==> src/rtl/mtm_alu_pkg.sv <==
// Shared constants, types and CRC helpers for the serial ALU.
// Every frame-format number used by the receiver, ALU and serializer lives here.
package mtm_alu_pkg;

  typedef enum logic [2:0] {
    OP_AND = 3'b000,
    OP_OR  = 3'b001,
    OP_ADD = 3'b100,
    OP_SUB = 3'b101
  } op_t;

  localparam logic PKT_DATA = 1'b0;
  localparam logic PKT_CMD  = 1'b1;

  localparam int PKT_BITS      = 11;
  localparam int PAYLOAD_BITS  = 8;
  localparam int REQ_DATA_PKTS = 8;
  localparam int RSP_PKTS      = 5;
  localparam int ERR_PKTS      = 1;

  localparam int FLAG_CARRY = 3;
  localparam int FLAG_OVF   = 2;
  localparam int FLAG_ZERO  = 1;
  localparam int FLAG_NEG   = 0;

  localparam int ERR_DATA_BIT = 2;
  localparam int ERR_CRC_BIT  = 1;
  localparam int ERR_OP_BIT   = 0;

  // Serial LFSR form of x^4+x+1, fed MSB first from a zero seed.
  function automatic logic [3:0] crc4_68(input logic [67:0] msg);
    logic [3:0] crc;
    logic       fb;
    crc = '0;
    for (int i = 67; i >= 0; i--) begin
      fb  = crc[3] ^ msg[i];
      crc = {crc[2], crc[1], crc[0] ^ fb, fb};
    end
    return crc;
  endfunction

  // Serial LFSR form of x^3+x+1, fed MSB first from a zero seed.
  function automatic logic [2:0] crc3_37(input logic [36:0] msg);
    logic [2:0] crc;
    logic       fb;
    crc = '0;
    for (int i = 36; i >= 0; i--) begin
      fb  = crc[2] ^ msg[i];
      crc = {crc[1], crc[0] ^ fb, fb};
    end
    return crc;
  endfunction

  function automatic logic op_valid(input logic [2:0] op);
    case (op)
      OP_AND, OP_OR, OP_ADD, OP_SUB: return 1'b1;
      default:                       return 1'b0;
    endcase
  endfunction

  function automatic logic [PKT_BITS-1:0] make_pkt(input logic ptype,
                                                   input logic [PAYLOAD_BITS-1:0] payload);
    return {1'b0, ptype, payload, 1'b1};
  endfunction

endpackage

==> src/rtl/mtm_alu_if.sv <==
// Pin-level serial pair of the ALU: request line in, response line out.
interface mtm_alu_if;
  logic sin;
  logic sout;

  modport master (output sin, input  sout);
  modport slave  (input  sin, output sout);
endinterface

==> src/rtl/mtm_alu_serializer.sv <==
// Shifts a list of 1 or 5 eleven-bit packets out MSB first, back to back.
// sout rests at 1 whenever nothing is being sent.
module mtm_alu_serializer
  import mtm_alu_pkg::*;
(
  input  logic                               clk,
  input  logic                               rst_n,
  input  logic                               start,
  input  logic [2:0]                         count,
  input  logic [RSP_PKTS-1:0][PKT_BITS-1:0]  words,
  output logic                               sout,
  output logic                               busy,
  output logic                               done
);

  localparam int SEQ_BITS = RSP_PKTS * PKT_BITS;

  logic [SEQ_BITS-1:0] seq;
  logic [SEQ_BITS-1:0] shreg;
  logic [5:0]          bits_left;
  logic [5:0]          total_bits;

  // words[0] goes first; a single-packet list simply stops after 11 bits.
  assign seq        = {words[0], words[1], words[2], words[3], words[4]};
  assign total_bits = 6'(count) * 6'(PKT_BITS);

  always_ff @(posedge clk) begin
    if (!rst_n) begin
      shreg     <= '0;
      bits_left <= '0;
      sout      <= 1'b1;
      busy      <= 1'b0;
      done      <= 1'b0;
    end else begin
      done <= 1'b0;
      if (start && !busy) begin
        sout      <= seq[SEQ_BITS-1];
        shreg     <= seq << 1;
        bits_left <= total_bits - 6'd1;
        busy      <= 1'b1;
      end else if (busy) begin
        if (bits_left != 6'd0) begin
          sout      <= shreg[SEQ_BITS-1];
          shreg     <= shreg << 1;
          bits_left <= bits_left - 6'd1;
        end else begin
          sout <= 1'b1;
          busy <= 1'b0;
          done <= 1'b1;
        end
      end
    end
  end

endmodule

==> src/rtl/mtm_alu.sv <==
// Serial ALU top: receives B, A and a command packet, checks the frame,
// computes the result and hands a response packet list to the serializer.
module mtm_alu
  import mtm_alu_pkg::*;
(
  input  logic     clk,
  input  logic     rst_n,
  mtm_alu_if.slave bus
);

  localparam logic [1:0] ST_IDLE       = 2'd0;
  localparam logic [1:0] ST_RX_BITS    = 2'd1;
  localparam logic [1:0] ST_CHECK_STOP = 2'd2;
  localparam logic [1:0] ST_WAIT_CMD   = 2'd3;

  logic [1:0]  rx_state;
  logic [3:0]  bit_cnt;
  logic [8:0]  rx_shift;
  logic [3:0]  data_cnt;
  logic        stop_err;
  logic [63:0] operands;
  logic        resp_active;
  logic        calc_pending;
  logic [2:0]  frame_op;
  logic [2:0]  frame_err;

  logic                              tx_start;
  logic [2:0]                        tx_count;
  logic [RSP_PKTS-1:0][PKT_BITS-1:0] tx_words;
  logic                              ser_busy;
  logic                              ser_done;
  logic                              ser_sout;

  logic       pkt_type;
  logic [7:0] pkt_payload;
  logic [2:0] rx_op;
  logic [3:0] rx_crc;
  logic       rx_armed;
  logic       err_data;
  logic       err_crc;
  logic       err_op;

  assign pkt_type    = rx_shift[8];
  assign pkt_payload = rx_shift[7:0];
  assign rx_op       = pkt_payload[6:4];
  assign rx_crc      = pkt_payload[3:0];
  assign rx_armed    = !resp_active && !ser_busy;

  // Only the highest-priority error survives; the current sin is the CMD stop bit.
  always_comb begin
    err_data = (data_cnt != 4'(REQ_DATA_PKTS)) || stop_err || !bus.sin;
    err_crc  = !err_data && (crc4_68({operands, 1'b1, rx_op}) != rx_crc);
    err_op   = !err_data && !err_crc && !op_valid(rx_op);
  end

  always_ff @(posedge clk) begin
    if (!rst_n) begin
      rx_state     <= ST_IDLE;
      bit_cnt      <= '0;
      rx_shift     <= '0;
      data_cnt     <= '0;
      stop_err     <= 1'b0;
      operands     <= '0;
      resp_active  <= 1'b0;
      calc_pending <= 1'b0;
      frame_op     <= '0;
      frame_err    <= '0;
    end else begin
      calc_pending <= 1'b0;
      if (ser_done) begin
        resp_active <= 1'b0;
      end
      case (rx_state)
        ST_IDLE, ST_WAIT_CMD: begin
          if (!bus.sin && (rx_state == ST_WAIT_CMD || rx_armed)) begin
            rx_state <= ST_RX_BITS;
            bit_cnt  <= '0;
          end
        end
        ST_RX_BITS: begin
          rx_shift <= {rx_shift[7:0], bus.sin};
          bit_cnt  <= bit_cnt + 4'd1;
          if (bit_cnt == 4'd8) begin
            rx_state <= ST_CHECK_STOP;
          end
        end
        ST_CHECK_STOP: begin
          if (pkt_type == PKT_DATA) begin
            // Operands shift in so the last eight bytes always form {B, A}.
            operands <= {operands[55:0], pkt_payload};
            if (data_cnt != 4'hF) begin
              data_cnt <= data_cnt + 4'd1;
            end
            stop_err <= stop_err | !bus.sin;
            rx_state <= ST_WAIT_CMD;
          end else begin
            frame_op                <= rx_op;
            frame_err[ERR_DATA_BIT] <= err_data;
            frame_err[ERR_CRC_BIT]  <= err_crc;
            frame_err[ERR_OP_BIT]   <= err_op;
            calc_pending            <= 1'b1;
            resp_active             <= 1'b1;
            data_cnt                <= '0;
            stop_err                <= 1'b0;
            rx_state                <= ST_IDLE;
          end
        end
        default: rx_state <= ST_IDLE;
      endcase
    end
  end

  logic [31:0] op_b;
  logic [31:0] op_a;
  logic [32:0] sum;
  logic [32:0] diff;
  logic [31:0] alu_c;
  logic        carry;
  logic        ovf;
  logic [3:0]  flags;
  logic [2:0]  crc3;
  logic [7:0]  err_payload;

  assign op_b = operands[63:32];
  assign op_a = operands[31:0];
  assign sum  = {1'b0, op_b} + {1'b0, op_a};
  assign diff = {1'b0, op_b} - {1'b0, op_a};

  // diff[32] is the unsigned borrow, reported as Carry for SUB.
  always_comb begin
    alu_c = '0;
    carry = 1'b0;
    ovf   = 1'b0;
    case (frame_op)
      OP_AND: alu_c = op_b & op_a;
      OP_OR:  alu_c = op_b | op_a;
      OP_ADD: begin
        alu_c = sum[31:0];
        carry = sum[32];
        ovf   = (op_b[31] == op_a[31]) && (alu_c[31] != op_b[31]);
      end
      OP_SUB: begin
        alu_c = diff[31:0];
        carry = diff[32];
        ovf   = (op_b[31] != op_a[31]) && (alu_c[31] != op_b[31]);
      end
      default: ;
    endcase
    flags             = '0;
    flags[FLAG_CARRY] = carry;
    flags[FLAG_OVF]   = ovf;
    flags[FLAG_ZERO]  = (alu_c == 32'd0);
    flags[FLAG_NEG]   = alu_c[31];
  end

  assign crc3        = crc3_37({alu_c, 1'b0, flags});
  assign err_payload = {1'b1, frame_err, frame_err, ^{1'b1, frame_err, frame_err}};

  // One registered stage between the CMD stop bit and the serializer load.
  always_ff @(posedge clk) begin
    if (!rst_n) begin
      tx_start <= 1'b0;
      tx_count <= '0;
      tx_words <= '0;
    end else begin
      tx_start <= calc_pending;
      if (calc_pending) begin
        if (|frame_err) begin
          tx_count    <= 3'(ERR_PKTS);
          tx_words    <= '0;
          tx_words[0] <= make_pkt(PKT_CMD, err_payload);
        end else begin
          tx_count    <= 3'(RSP_PKTS);
          tx_words[0] <= make_pkt(PKT_DATA, alu_c[31:24]);
          tx_words[1] <= make_pkt(PKT_DATA, alu_c[23:16]);
          tx_words[2] <= make_pkt(PKT_DATA, alu_c[15:8]);
          tx_words[3] <= make_pkt(PKT_DATA, alu_c[7:0]);
          tx_words[4] <= make_pkt(PKT_CMD, {1'b0, flags, crc3});
        end
      end
    end
  end

  mtm_alu_serializer u_serializer (
    .clk   (clk),
    .rst_n (rst_n),
    .start (tx_start),
    .count (tx_count),
    .words (tx_words),
    .sout  (ser_sout),
    .busy  (ser_busy),
    .done  (ser_done)
  );

  assign bus.sout = ser_sout;

endmodule

==> src/flat_wrapper.sv <==
// flat-port wrapper written by rule: the top's interface ports become plain ports
module mtm_alu_flat import mtm_alu_pkg::*;
  (clk, rst_n, bus_sin, bus_sout);
  mtm_alu_if bus_i ();
  input  logic clk;
  input  logic rst_n;
  input wire logic [$bits(bus_i.sin)-1:0] bus_sin;
  output wire logic [$bits(bus_i.sout)-1:0] bus_sout;
  assign bus_i.sin = bus_sin;
  assign bus_sout = bus_i.sout;
  mtm_alu u_core (.clk(clk), .rst_n(rst_n), .bus(bus_i));
endmodule
==> config.mk <==
export PLATFORM = sky130hd
export DESIGN_NAME = mtm_alu_flat
export DESIGN_NICKNAME = d
export VERILOG_FILES = /design/src/rtl/mtm_alu_pkg.sv /design/src/rtl/mtm_alu_if.sv /design/src/rtl/mtm_alu_serializer.sv /design/src/rtl/mtm_alu.sv /design/src/flat_wrapper.sv
export SDC_FILE = /design/constraint.sdc
export NUM_CORES = 1
export LEC_CHECK = 0
export CORE_ASPECT_RATIO = 0.9
export CORE_MARGIN = 4
export CORE_UTILIZATION = 55
export CTS_BUF_LIST = sky130_fd_sc_hd__clkbuf_8
export DETAILED_ROUTE_END_ITERATION = 8
export GPL_TIMING_DRIVEN = 0
export MAX_ROUTING_LAYER = met4
export PLACE_DENSITY = 0.72
export SLEW_MARGIN = 25
export SYNTH_ARGS = -nofsm -noshare
export SYNTH_HDL_FRONTEND = slang
export SYNTH_SLANG_ARGS = --single-unit
export TNS_END_PERCENT = 100
==> constraint.sdc <==
create_clock -name clk -period 7.2 [get_ports clk]
set_input_delay 0.72 -clock clk [delete_from_list [all_inputs] [get_ports clk]]
set_output_delay 0.72 -clock clk [all_outputs]
set_load 0.01 [all_outputs]
==> impl_metrics.tcl, run 1 <==
set metrics [dict create \
    multiInputGateArea_um2 9520 \
    async_flop_share_pct 0 \
    drt_iter0_markers 1582 \
    cts_root_buffer "clkbuf_8" \
    maxCapViolations 0 \
    ys_ff_latch 198 \
    power_mw 1.97 \
    finalHoldViolCount 0 \
    finalCritPeriodShare_pct 91.9 \
    cts.sinks 198 \
    grt_pass1_wl_mm 74.4 \
    routedWlPerCell_um 21.6 \
    clk_pin_slew_ps 110 \
    syn_inst 1867 \
    worstPathCellList "inv_1 -> ha_1 -> clkbuf_1 -> a21oi_1 -> o31ai_1 -> a22o_1 -> o2111ai_1 -> nand2_1 -> a21oi_1 -> o211ai_1 -> o311ai_1 -> xnor2_1 -> a221oi_4 -> ha_1 -> o2111ai_1 -> nor4bb_1 -> nand4_1 -> or4b_1 -> nor4_2 -> a31oi_1 -> xor2_1 -> xnor2_1 -> o21ai_1" \
    grt_max_degree 19 \
    r2r_cells 23 \
    overflow 0 \
    final_cell_mix "291 x nand2_1, 198 x dfxtp_1, 197 x nor2_1" \
    crit_slowest_cell "o31ai_1" \
    ant_nets 0 \
    synth_edf_count 0 \
    grt_pass1_vias 12700 \
    final_common_cell "nand2_1" \
    drc 0 \
    cts_tree "done" \
    hold_path.startpoint "u_core.tx_words[46]" \
    power_density_nw_per_um2 129 \
    tns_ps 0 \
    insertion_delay_ps 510 \
    core_um2 25500 \
    ios 4 \
    cp-end-kind "flip-flop" \
    die_area_um2 28800 \
    total_leakage_power_nw 5.42 \
    die_x_um 178 \
    path_class "reg2reg" \
    setup_viol 0 \
    r2r-start "u_core.operands[15]" \
    status "finished, final reports clean" \
    min_to "u_core.tx_words[46]" \
    cp_data_required_time_ps 7590 \
    cts_max_level 4 \
    start_kind "flip-flop" \
    via_count 13900 \
    skew_ps 21.2 \
    arrival_ps 7010 \
    dieHeight_um 161 \
    setup_ws_ps 584 \
    grt_use_met1_pct 49.4 \
    synth_area_leaders "dfxtp_1 28%, ha_1 9.5%, xnor2_1 8.5%" \
    pre_cts_ws_ps 692 \
    crit_start "u_core.operands[15]" \
    rows 55 \
    busiest_layer "met1" \
    routabilityCongestion 1.02 \
    worst_r2r_endpoint "u_core.tx_words[47]" \
    finalNetCount 2003 \
    synth_area_um2 14400 \
    vdd_drop_max_v 0.000171 \
    critPathMaxStageDelay_ps 720 \
    worst_pin_slew_ps 1140 \
    areaGrowthSynthToFinish_pct 6.33 \
    met3_usage_pct 7.42 \
    grt_usage_pct 34.4 \
    hold_ws_ps 457 \
    antenna_found_initial 0 \
    dp_hpwl_mm 38.3 \
    synth_top_area_share_pct 27.6 \
    cts_resized 0 \
    slew_violations 0 \
    hold_buffers 0 \
    drive_gt1_share_pct 5.68 \
    routed_wl_mm 48.5 \
    ys_warn_count 0 \
    ff_latch_area_um2 3960 \
    ys_seq_area_share_pct 27.6 \
    fmax_ghz 0.151 \
    min_path_type "reg2reg" \
    cp_max_fo 10 \
    ys_types 100 \
    postCtsSetupRepairBufs 0 \
    rrSetupSlack_ps 580 \
    ys.flop_type "dfxtp_1" \
    synth_nets 1981 \
    period_needed_ps 6620 \
    slew_headroom_pct 24.1 \
    start_util_pct 56.5 \
    routed_via_density 6.17 \
    cts.path.max_buffers 2 \
    rsz0062_at_grt "false" \
    hold_depth 2 \
    dr.pass1.iters 8 \
    n_fill_cell 2398 \
    io_buffers 3 \
    syn_area_per_cell_um2 7.70 \
    yosys.area.top_type "dfxtp_1" \
    met2_usage_pct 48.4 \
    cts_buffers 17 \
]
==> cells in the mapped netlist, types with 6 or more instances <==
cell type	instances
nand2_1	291
dfxtp_1	198
nor2_1	197
a21oi_1	189
xnor2_1	140
inv_1	115
ha_1	109
clkbuf_1	87
o21ai_0	53
a311oi_1	38
nand3_1	33
xor2_1	31
nor3_1	27
a31oi_1	20
mux2i_1	18
a211oi_1	14
a22oi_1	14
buf_1	14
nand2b_1	13
o211ai_1	13
buf_2	12
nor2b_1	12
a21o_1	11
a221oi_1	11
xnor2_2	11
nand4_1	10
nor4_1	10
or3_1	10
o21ai_1	9
o31ai_1	9
and3_1	8
o21a_1	8
a221oi_2	7
o2111ai_1	7
o21bai_1	7
o221ai_1	6
==> kinds of logic (layout without fill, tap and decap cells) <==
family                   after synthesis  in the layout  synth area share, %
AND/OR/NAND/NOR                      640            640                 19.4
flip-flops                           198            198                 27.6
buffers and inverters                234            269                 6.30
adder cells (fa/ha/maj)              111            111                 9.76
multiplexers                          19             19                 1.33
other                                  0              2                    0
XOR/XNOR                             190            190                 12.9
AO/OA/AOI/OAI                        475            475                 22.7
==> area by class of cell <==
cell class / count / area share, %
Antenna cell: 2 / 0.0327
Buffer: 116 / 3.03
Clock buffer: 18 / 1.62
Clock inverter: 14 / 1.24
Inverter: 118 / 2.90
Multi-Input combinational cell: 1435 / 62.3
Sequential cell: 198 / 25.9
Tap cell: 342 / 2.80
Timing Repair Buffer: 3 / 0.196
==> worst max path at each step <==
stage / endpoint / depth (start not counted)
finish: u_core.tx_words[47] / 23
global route: u_core.tx_words[47] / 23
CTS: u_core.tx_words[47] / 25
detailed placement: u_core.tx_words[47] / 25
global placement: u_core.tx_words[46] / 23
floorplan: u_core.tx_words[47] / 23
==> where the power goes <==
part | switching [mW] | internal, mW
registers | 0.00347 | 1.10
clock network | 0.442 | 0.363
logic | 0.0432 | 0.0167
total | 0.489 | 1.48
==> state kept, by name, indices dropped and copies added (netlist names), 2 cells and up <==
register	count
u_core.operands	64
u_core.u_serializer.shreg	54
u_core.tx_words	42
u_core.rx_shift	9
u_core.u_serializer.bits_left	6
u_core.bit_cnt	4
u_core.data_cnt	4
u_core.frame_err	3
u_core.frame_op	3
u_core.rx_state	2
==> through the flow <==
step           cells  utilization [%]  cell area, µm²
6_report        2246             60.1           15300
5_1_grt         2244             60.0           15300
4_1_cts         2244             60.0           15300
3_5_place_dp    2212             58.3           14800
3_3_place_gp    2212             58.3           14800
2_1_floorplan   1867                -           14400
==> worst max-delay path: cells and delay by family (launching register included) <==
kind            cells  cell delay, ps
fa+ha+maj           2             600
flops               1             480
compound gates     11            2560
simple gates        5            1600
buf+inv             2             600
xor+xnor            3             660
==> layer usage <==
| metal | wire length (µm) | vias up | part of all wire, % |
|---|---|---|---|
| met4 | 1420 | 0 | 2.9 |
| met5 | 0 | - | 0 |
| met1 | 22000 | 6599 | 45 |
| met2 | 20400 | 664 | 42 |
| met3 | 4790 | 112 | 9.9 |
| li1 | - | 6487 | - |
Note: power is estimated with default switching activity, not from simulation.
==> inputs of run 2 (changes only) <==
--- a/config.mk
+++ b/config.mk
@@ -8,7 +8,7 @@
 export CORE_ASPECT_RATIO = 0.9
 export CORE_MARGIN = 4
 export CORE_UTILIZATION = 55
-export CTS_BUF_LIST = sky130_fd_sc_hd__clkbuf_8
+export CTS_BUF_LIST = sky130_fd_sc_hd__clkbuf_16
 export DETAILED_ROUTE_END_ITERATION = 8
 export GPL_TIMING_DRIVEN = 0
 export MAX_ROUTING_LAYER = met4
==> run 2 against run 1 <==
Effect of this change:
- clock skew shrank 9.3 ps
- power is 11% higher
- setup slack improved by 11 ps
- routed wire length is 0.25% higher
- flip-flop and latch count is the same
- utilization up 0.71 points
- register-to-register slack about the same
- critical path type unchanged
- largest cell class unchanged
==> impl_metrics.tcl, run 2 (synthesis gave the netlist of run 1 again) <==
set metrics [dict create \
    min_path_type "reg2reg" \
    drc 0 \
    cp_data_required_time_ps 7540 \
    clk_pin_slew_ps 70 \
    top_register "u_core.operands" \
    cts_buffers 17 \
    dieHeight_um 161 \
    setup_viol 0 \
    postCtsSetupRepairBufs 0 \
    routedWlPerCell_um 21.7 \
    arrival_ps 6940 \
    ant_nets 0 \
    period_needed_ps 6610 \
    fmax_ghz 0.151 \
    hold_ws_ps 452 \
    grt_pass1_vias 12800 \
    path_class "reg2reg" \
    cts.path.max_buffers 2 \
    final_common_cell "nand2_1" \
    cts.sinks 198 \
    via_count 13800 \
    reg.largest.list "u_core.operands x64, u_core.u_serializer.shreg x54, u_core.tx_words x42" \
    status "finished, final reports clean" \
    final_cell_mix "291 x nand2_1, 198 x dfxtp_1, 197 x nor2_1" \
    power_density_nw_per_um2 141 \
    start_util_pct 56.5 \
    grt_usage_pct 34.6 \
    cp_max_fo 9 \
    drt_iter0_markers 1628 \
    worst_pin_slew_ps 1170 \
    rsz0062_at_grt "false" \
    die_x_um 178 \
    routabilityCongestion 1.02 \
    dp_hpwl_mm 38.3 \
    cp-end-kind "flip-flop" \
    routed_wl_mm 48.6 \
    ios 4 \
    finalNetCount 2003 \
    hold_buffers 0 \
    cts_root_buffer "clkbuf_16" \
    cts_resized 0 \
    grt_max_degree 19 \
    antenna_found_initial 1 \
    finalHoldViolCount 0 \
    start_kind "flip-flop" \
    io_buffers 3 \
    largest_register_ffs 64 \
    cts_tree "done" \
    slew_headroom_pct 22.2 \
    finalCritPeriodShare_pct 91.7 \
    tns_ps 0 \
    dr.pass1.iters 6 \
    total_leakage_power_nw 5.50 \
    areaGrowthSynthToFinish_pct 7.59 \
    overflow 0 \
    slew_violations 0 \
    grt_pass1_wl_mm 74.9 \
    core_um2 25500 \
    routed_via_density 6.16 \
    insertion_delay_ps 460 \
    die_area_um2 28800 \
    rows 55 \
    maxCapViolations 0 \
    drive_gt1_share_pct 5.63 \
    skew_ps 12.0 \
    vdd_drop_max_v 0.000178 \
    cts_max_level 4 \
]
## run 2: per-stage QoR
| step | area (µm²) | setup WS, ps | utilization, % | instances | power (mW) |
|---|---|---|---|---|---|
| 2_1_floorplan | 14400 | 1960 | - | 1867 | 1.17 |
| 3_3_place_gp | 14800 | 756 | 58.3 | 2212 | 1.18 |
| 3_5_place_dp | 14800 | 692 | 58.3 | 2212 | 1.19 |
| 4_1_cts | 15500 | 657 | 60.7 | 2244 | 2.19 |
| 5_1_grt | 15500 | 148 | 60.8 | 2246 | 2.23 |
| 6_report | 15500 | 595 | 60.8 | 2246 | 2.18 |
## run 2: cell type report
cell class,instances,area (µm²)
Inverter,118,443
Buffer,116,463
Multi-Input combinational cell,1435,9520
Antenna cell,2,5.00
Clock inverter,15,193
Fill cell,2341,9990
Tap cell,342,428
Sequential cell,198,3960
Timing Repair Buffer,3,30.0
Clock buffer,17,425
## run 2: where the power goes
part | total, mW | switching (mW) | internal [mW]
Sequential | 1.10 | 0.00360 | 1.10
Clock | 1.02 | 0.468 | 0.556
Combinational | 0.0599 | 0.0433 | 0.0167
## run 2: routing by layer
metal | part of all wire (%) | track usage [%]
met1 | 44 | 49.4
met2 | 42 | 48.7
met3 | 10 | 7.54
met4 | 2.9 | 11.0
met5 | 0 | -
## run 2: worst paths after layout
kind / start / to / slack, ps / depth (start not counted)
setup / recovery: u_core.operands[46] / u_core.tx_words[47] / 590 / 24
hold / removal: u_core.tx_words[46] / u_core.tx_words[46] / 450 / 2
setup reg to reg: u_core.operands[46] / u_core.tx_words[47] / 590 / 24
hold reg to reg: u_core.tx_words[46] / u_core.tx_words[46] / 450 / 2
## run 2: critical path, stage by stage, from the launching register on
cell	delay, ps
dfxtp_1	610
inv_1	90
ha_1	280
clkbuf_1	250
nor2_1	190
nand2_1	130
a2111oi_4	420
nor4b_4	150
o41ai_2	550
a21oi_1	140
o21ai_1	190
a21oi_1	100
o311ai_1	320
xnor2_1	170
a221oi_4	380
ha_1	250
o2111ai_1	110
nor4bb_1	380
nand4_1	150
or4b_1	530
nor4_2	390
a31oi_1	150
xor2_1	280
xnor2_1	180
o21ai_1	80
==> variant 1, RTL diff (flow settings as in run 2) <==
One comparison of `bit_cnt` changes from == to >=.
--- a/src/rtl/mtm_alu.sv
+++ b/src/rtl/mtm_alu.sv
@@ -80,7 +80,7 @@
         ST_RX_BITS: begin
           rx_shift <= {rx_shift[7:0], bus.sin};
           bit_cnt  <= bit_cnt + 4'd1;
-          if (bit_cnt == 4'd8) begin
+          if (bit_cnt >= 4'd8) begin
             rx_state <= ST_CHECK_STOP;
           end
         end
Behaviour: no difference found for any inputs over 10 cycles, from zero or initial values and one cycle with rst_n low; that may be too few to reach the edited logic, so the function may still have changed.
==> variant 1 against run 2 <==
  * The run now ends with design-rule violations left
  * Setup slack got worse by 0.055 ns
  * Synthesized cell count shrank 3.6%
  * Sequential cell count unchanged
  * Routed wire length shrank 10%
  * Non-clock buffer count decreased by 3
  * Count of clock-buffer cells in the layout stayed put
  * Power is 6.4% lower
  * Design area down 5.3%
  * Area after synthesis down 4.8%
  * Hold slack gained 0.0074 ns
  * Critical path depth rose by 1
==> variant 1: results (changes against run 2) <==
[status]
outcome=complete, but fails checks
violations=design-rule violations

[yosys]
syn_area_per_cell_um2=7.605  ; -1.3%
ys_seq_area_share_pct=28.96  ; +1.4 points
yosysUniqueCellTypes=88  ; -12%
ys_top_cells_by_count=282 x nand2_1, 198 x dfxtp_1, 189 x a21oi_1
ys_top_cells_by_area=dfxtp_1 29%, ha_1 10%, xnor2_1 9.3%

[detailed_routing]
firstDrtPassIters=9  ; +3
drc=3  ; +3
drt-total-wl_mm=43.74  ; -10%
drt_iter0_markers=1580  ; -2.9%
vias=13210  ; -4.5%

[layout]
fillCellCount=2309  ; -1.4%
final_util_pct=60.09  ; -0.69 points
drive_above_1_share_pct=3.817  ; -1.8 points
n_antenna_cell=0  ; -2

[place]
dp_cells=2138  ; -3.3%
io_buffer_count=2  ; -1
hpwl_mm=33.62  ; -12%
routabilityCongestion=1.040  ; +2.3%
place_area_um2=14130  ; -4.8%
pre_cts_slack_ns=0.7121  ; +0.01989 ns

[timing]
period_needed_ns=6.660  ; +0.05502 ns
holdWs_ns=0.4595  ; +0.007364 ns
fin_worst_skew_ns=0.01724  ; +0.005277 ns
tightestPinTransition_ns=0.9353  ; -0.2317 ns

[global_route]
antenna_found_initial=0  ; -1
track_usage_pct=32.50  ; -2.1 points
grt_start_max_net_pins=18  ; -1
grt_pass1_vias=12380  ; -3.0%

[critical_path]
crit_arrival_ns=6.99  ; +0.05 ns
worst-path-max-fanout=5  ; -4
reg2reg_slack_ns=0.54  ; -0.06 ns

[power_and_ir_drop]
leakagePower_nw=5.221  ; -5.0%

## variant 1: changes by cell type after synthesis, moves of 6 or more
cell,delta
nor2_1,-21
a211oi_1,+18
o21ai_0,-13
a31oi_1,-9
inv_1,-9
nand2_1,-9
xnor2_2,-9
a221oi_1,-8
clkbuf_1,+8
buf_1,-6
o2111ai_1,-6
o21ai_1,+6
or3_1,-6
xnor2_1,+6
## variant 1: path summary, 6_finish.rpt
kind                            depth (start not counted)                             to                          start
worst max-delay path                                   25            u_core.tx_words[47]            u_core.operands[32]
worst min-delay path                                    2  u_core.u_serializer.shreg[11]  u_core.u_serializer.shreg[10]
worst max register to register                         25            u_core.tx_words[47]            u_core.operands[32]
worst min register to register                          2  u_core.u_serializer.shreg[11]  u_core.u_serializer.shreg[10]
## variant 1: logic make-up (layout without fill, tap and decap cells)
logic type,Yosys count,count (layout),share of synthesized area (%)
AND/OR/NAND/NOR,605,605,19.29
multiplexers,18,18,1.325
flip-flops,198,198,28.96
buffers and inverters,225,259,6.288
AO/OA/AOI/OAI,464,464,22.23
adder cells (fa/ha/maj),111,111,10.26
XOR/XNOR,179,179,11.66
## variant 1: area by class of cell
class	count	area share, %
clock inverter	15	0.6915
buffer	114	3.031
tap	336	2.868
multi-input combinational	1377	60.48
clock buffer	17	2.903
sequential	198	27.04
timing repair buffer	2	0.1366
inverter	111	2.843
## variant 1: metal layers
metal	track usage [%]	up-vias	share of wire (%)
met5	-	-	0
met4	11.68	0	3.1
met3	8.262	88	10
met2	48.34	643	42
met1	43.00	6253	44
li1	-	6224	-
## variant 1: power breakdown
part	internal (W)	switching [W]	total, W	leakage [nW]
logic	0.0000153	0.0000418	0.0000571	3.37
registers	0.00110	0.00000381	0.00110	1.59
clock network	0.000442	0.000445	0.000887	0.255
## variant 1: critical path, stage by stage, from the launching register on
cell	delay, ns
dfxtp_1	0.48
ha_1	0.26
inv_1	0.07
fa_1	0.46
nor2b_1	0.16
o31a_1	0.19
o21ai_1	0.17
a211oi_1	0.60
nor2_1	0.20
o31ai_1	0.46
a211o_1	0.19
a211oi_1	0.07
a21oi_1	0.22
xnor2_1	0.15
a211o_1	0.26
ha_1	0.22
nand4_1	0.10
or4b_1	0.54
nor4b_2	0.39
nand4bb_1	0.17
nor4_2	0.25
nand3_1	0.21
xnor2_2	0.26
xnor2_1	0.12
xnor2_1	0.24
o21ai_1	0.08
==> variant 2, RTL diff (settings of run 2) <==
Without the edit above. Make the reset (`rst_n`) asynchronous in 3 clocked blocks.
--- a/src/rtl/mtm_alu_serializer.sv
+++ b/src/rtl/mtm_alu_serializer.sv
@@ -24,7 +24,7 @@
   assign seq        = {words[0], words[1], words[2], words[3], words[4]};
   assign total_bits = 6'(count) * 6'(PKT_BITS);
 
-  always_ff @(posedge clk) begin
+  always_ff @(posedge clk or negedge rst_n) begin
     if (!rst_n) begin
       shreg     <= '0;
       bits_left <= '0;
--- a/src/rtl/mtm_alu.sv
+++ b/src/rtl/mtm_alu.sv
@@ -53,7 +53,7 @@
     err_op   = !err_data && !err_crc && !op_valid(rx_op);
   end
 
-  always_ff @(posedge clk) begin
+  always_ff @(posedge clk or negedge rst_n) begin
     if (!rst_n) begin
       rx_state     <= ST_IDLE;
       bit_cnt      <= '0;
@@ -157,7 +157,7 @@
   assign err_payload = {1'b1, frame_err, frame_err, ^{1'b1, frame_err, frame_err}};
 
   // One registered stage between the CMD stop bit and the serializer load.
-  always_ff @(posedge clk) begin
+  always_ff @(posedge clk or negedge rst_n) begin
     if (!rst_n) begin
       tx_start <= 1'b0;
       tx_count <= '0;
Function: same outputs for any inputs over 10 cycles, from zero or initial values and one cycle with rst_n low; that may be too few to reach the edited logic, so the function may still have changed.
==> variant 2 against run 2 <==
  * Design area up 1.7%
  * Sequential cell count unchanged
  * Area after synthesis up 1.5%
  * Die area up 1.4%
  * Synthesized cell count down 8.3%
  * Setup slack worse by 0.18 ns
  * Routed wire length down 4.3%
  * Count of clock-buffer cells in the layout unchanged
  * Utilization down 0.37 points
  * Critical path type unchanged
Power is not shown: default switching activity piles up to over one toggle a cycle in this logic, so the estimate is an artifact.
==> variant 2: results (changes against run 2) <==
[yosys]
async_flop_share_pct=100.0  ; +100 points
synth.area.mux_share_pct=1.543  ; +0.21 points
synth_nets=1826  ; -7.8%
yosysUniqueCellTypes=98  ; -2.0%
synth_compound_area_share_pct=21.79  ; -0.95 points
ys_top_cells_by_count=224 x nand2_1, 197 x dfrtp_1, 150 x nor2_1
synthCells=1712  ; -8.3%
ys.flop_type=dfrtp_1
synthXorXnorAreaFrac_pct=10.89  ; -2.0 points
ys_seq_area_share_pct=33.96  ; +6.4 points
ys_top_cells_by_area=dfrtp_1 34%, ha_1 9.3%, xnor2_1 8.6%

[critical_path]
critPathSlowestCell=dfrtp_1
cpPeakStageDelay_ns=0.56  ; -0.05 ns
reg2reg_depth=23  ; -4.2%
cp-startpoint=u_core.operands[46]
r2r_start=u_core.operands[46]
worst-path-max-fanout=10  ; +1
cp-endpoint=u_core.tx_words[47]
reg2reg_slack_ns=0.41  ; -0.18 ns

[global_route]
gr-usage-met1_pct=41.41  ; -8.0 points
track_usage_pct=32.74  ; -1.9 points
use_met3_pct=6.007  ; -1.5 points
grt_pass1_vias=12760  ; -0.078%
grt_pass1_wl_mm=72.98  ; -2.6%
grt_util_met2_pct=52.90  ; +4.2 points
grt_start_max_net_pins=93  ; +74

[layout]
buf_share_pct=3.179  ; -0.0067 points
top_regs=u_core.operands (64), u_core.u_serializer.shreg (54), u_core.tx_words (41)
seq_area_um2=4956  ; +25%
multi_input_area_share_pct=55.84  ; -5.7 points
fillCellCount=2313  ; -1.2%
clkCellAreaFrac_pct=3.926  ; -0.068 points
drive_above_1_share_pct=6.118  ; +0.49 points
final_util_pct=60.40  ; -0.37 points
fin_cells=2097  ; -6.6%
num-nonclk-buffers=102  ; -14%
n_antenna_cell=0  ; -2
multi_input_gates=1299  ; -9.5%
final_nets=1850  ; -7.6%

[place]
io_buffer_count=3  ; unchanged
place_area_um2=15120  ; +1.8%
pre_cts_slack_ns=0.5212  ; -0.1711 ns
routabilityCongestion=1.011  ; -0.49%

[detailed_routing]
wl_met1_mm=18.96  ; -12%
vias_per_cell=6.227  ; +1.1%
dr_wl_met2_mm=21.98  ; +7.3%
drt_iter0_markers=1456  ; -11%

[timing]
fin_worst_skew_ns=0.01430  ; +0.002336 ns
period_needed_ns=6.790  ; +0.1846 ns

[clocking]
ctsLongestPathBuffers=2  ; unchanged

[status]
outcome=finished, final reports clean

[variant 2: changes by cell type after synthesis, sizes merged, moves of 23 or more]
cell | before | now
nand2 | 291 | 224
nor2 | 197 | 150
a31oi | 20 | 60
dfrtp | 0 | 197
a311oi | 38 | 3
dfxtp | 198 | 0
o21ai | 63 | 138
a21oi | 191 | 85
a22o | 1 | 24
[variant 2: worst min path at each step]
stage                                    end                      from  cells after the start  slack (ns)
3_3_place_gp              u_core.resp_active  u_core.u_serializer.done                      1        0.42
2_1_floorplan             u_core.resp_active  u_core.u_serializer.done                      1        0.40
6_report       u_core.u_serializer.shreg[25]                     rst_n                      1        0.14
4_1_cts        u_core.u_serializer.shreg[26]                     rst_n                      1        0.16
3_5_place_dp              u_core.resp_active  u_core.u_serializer.done                      1        0.42
5_1_grt        u_core.u_serializer.shreg[14]                     rst_n                      1        0.17
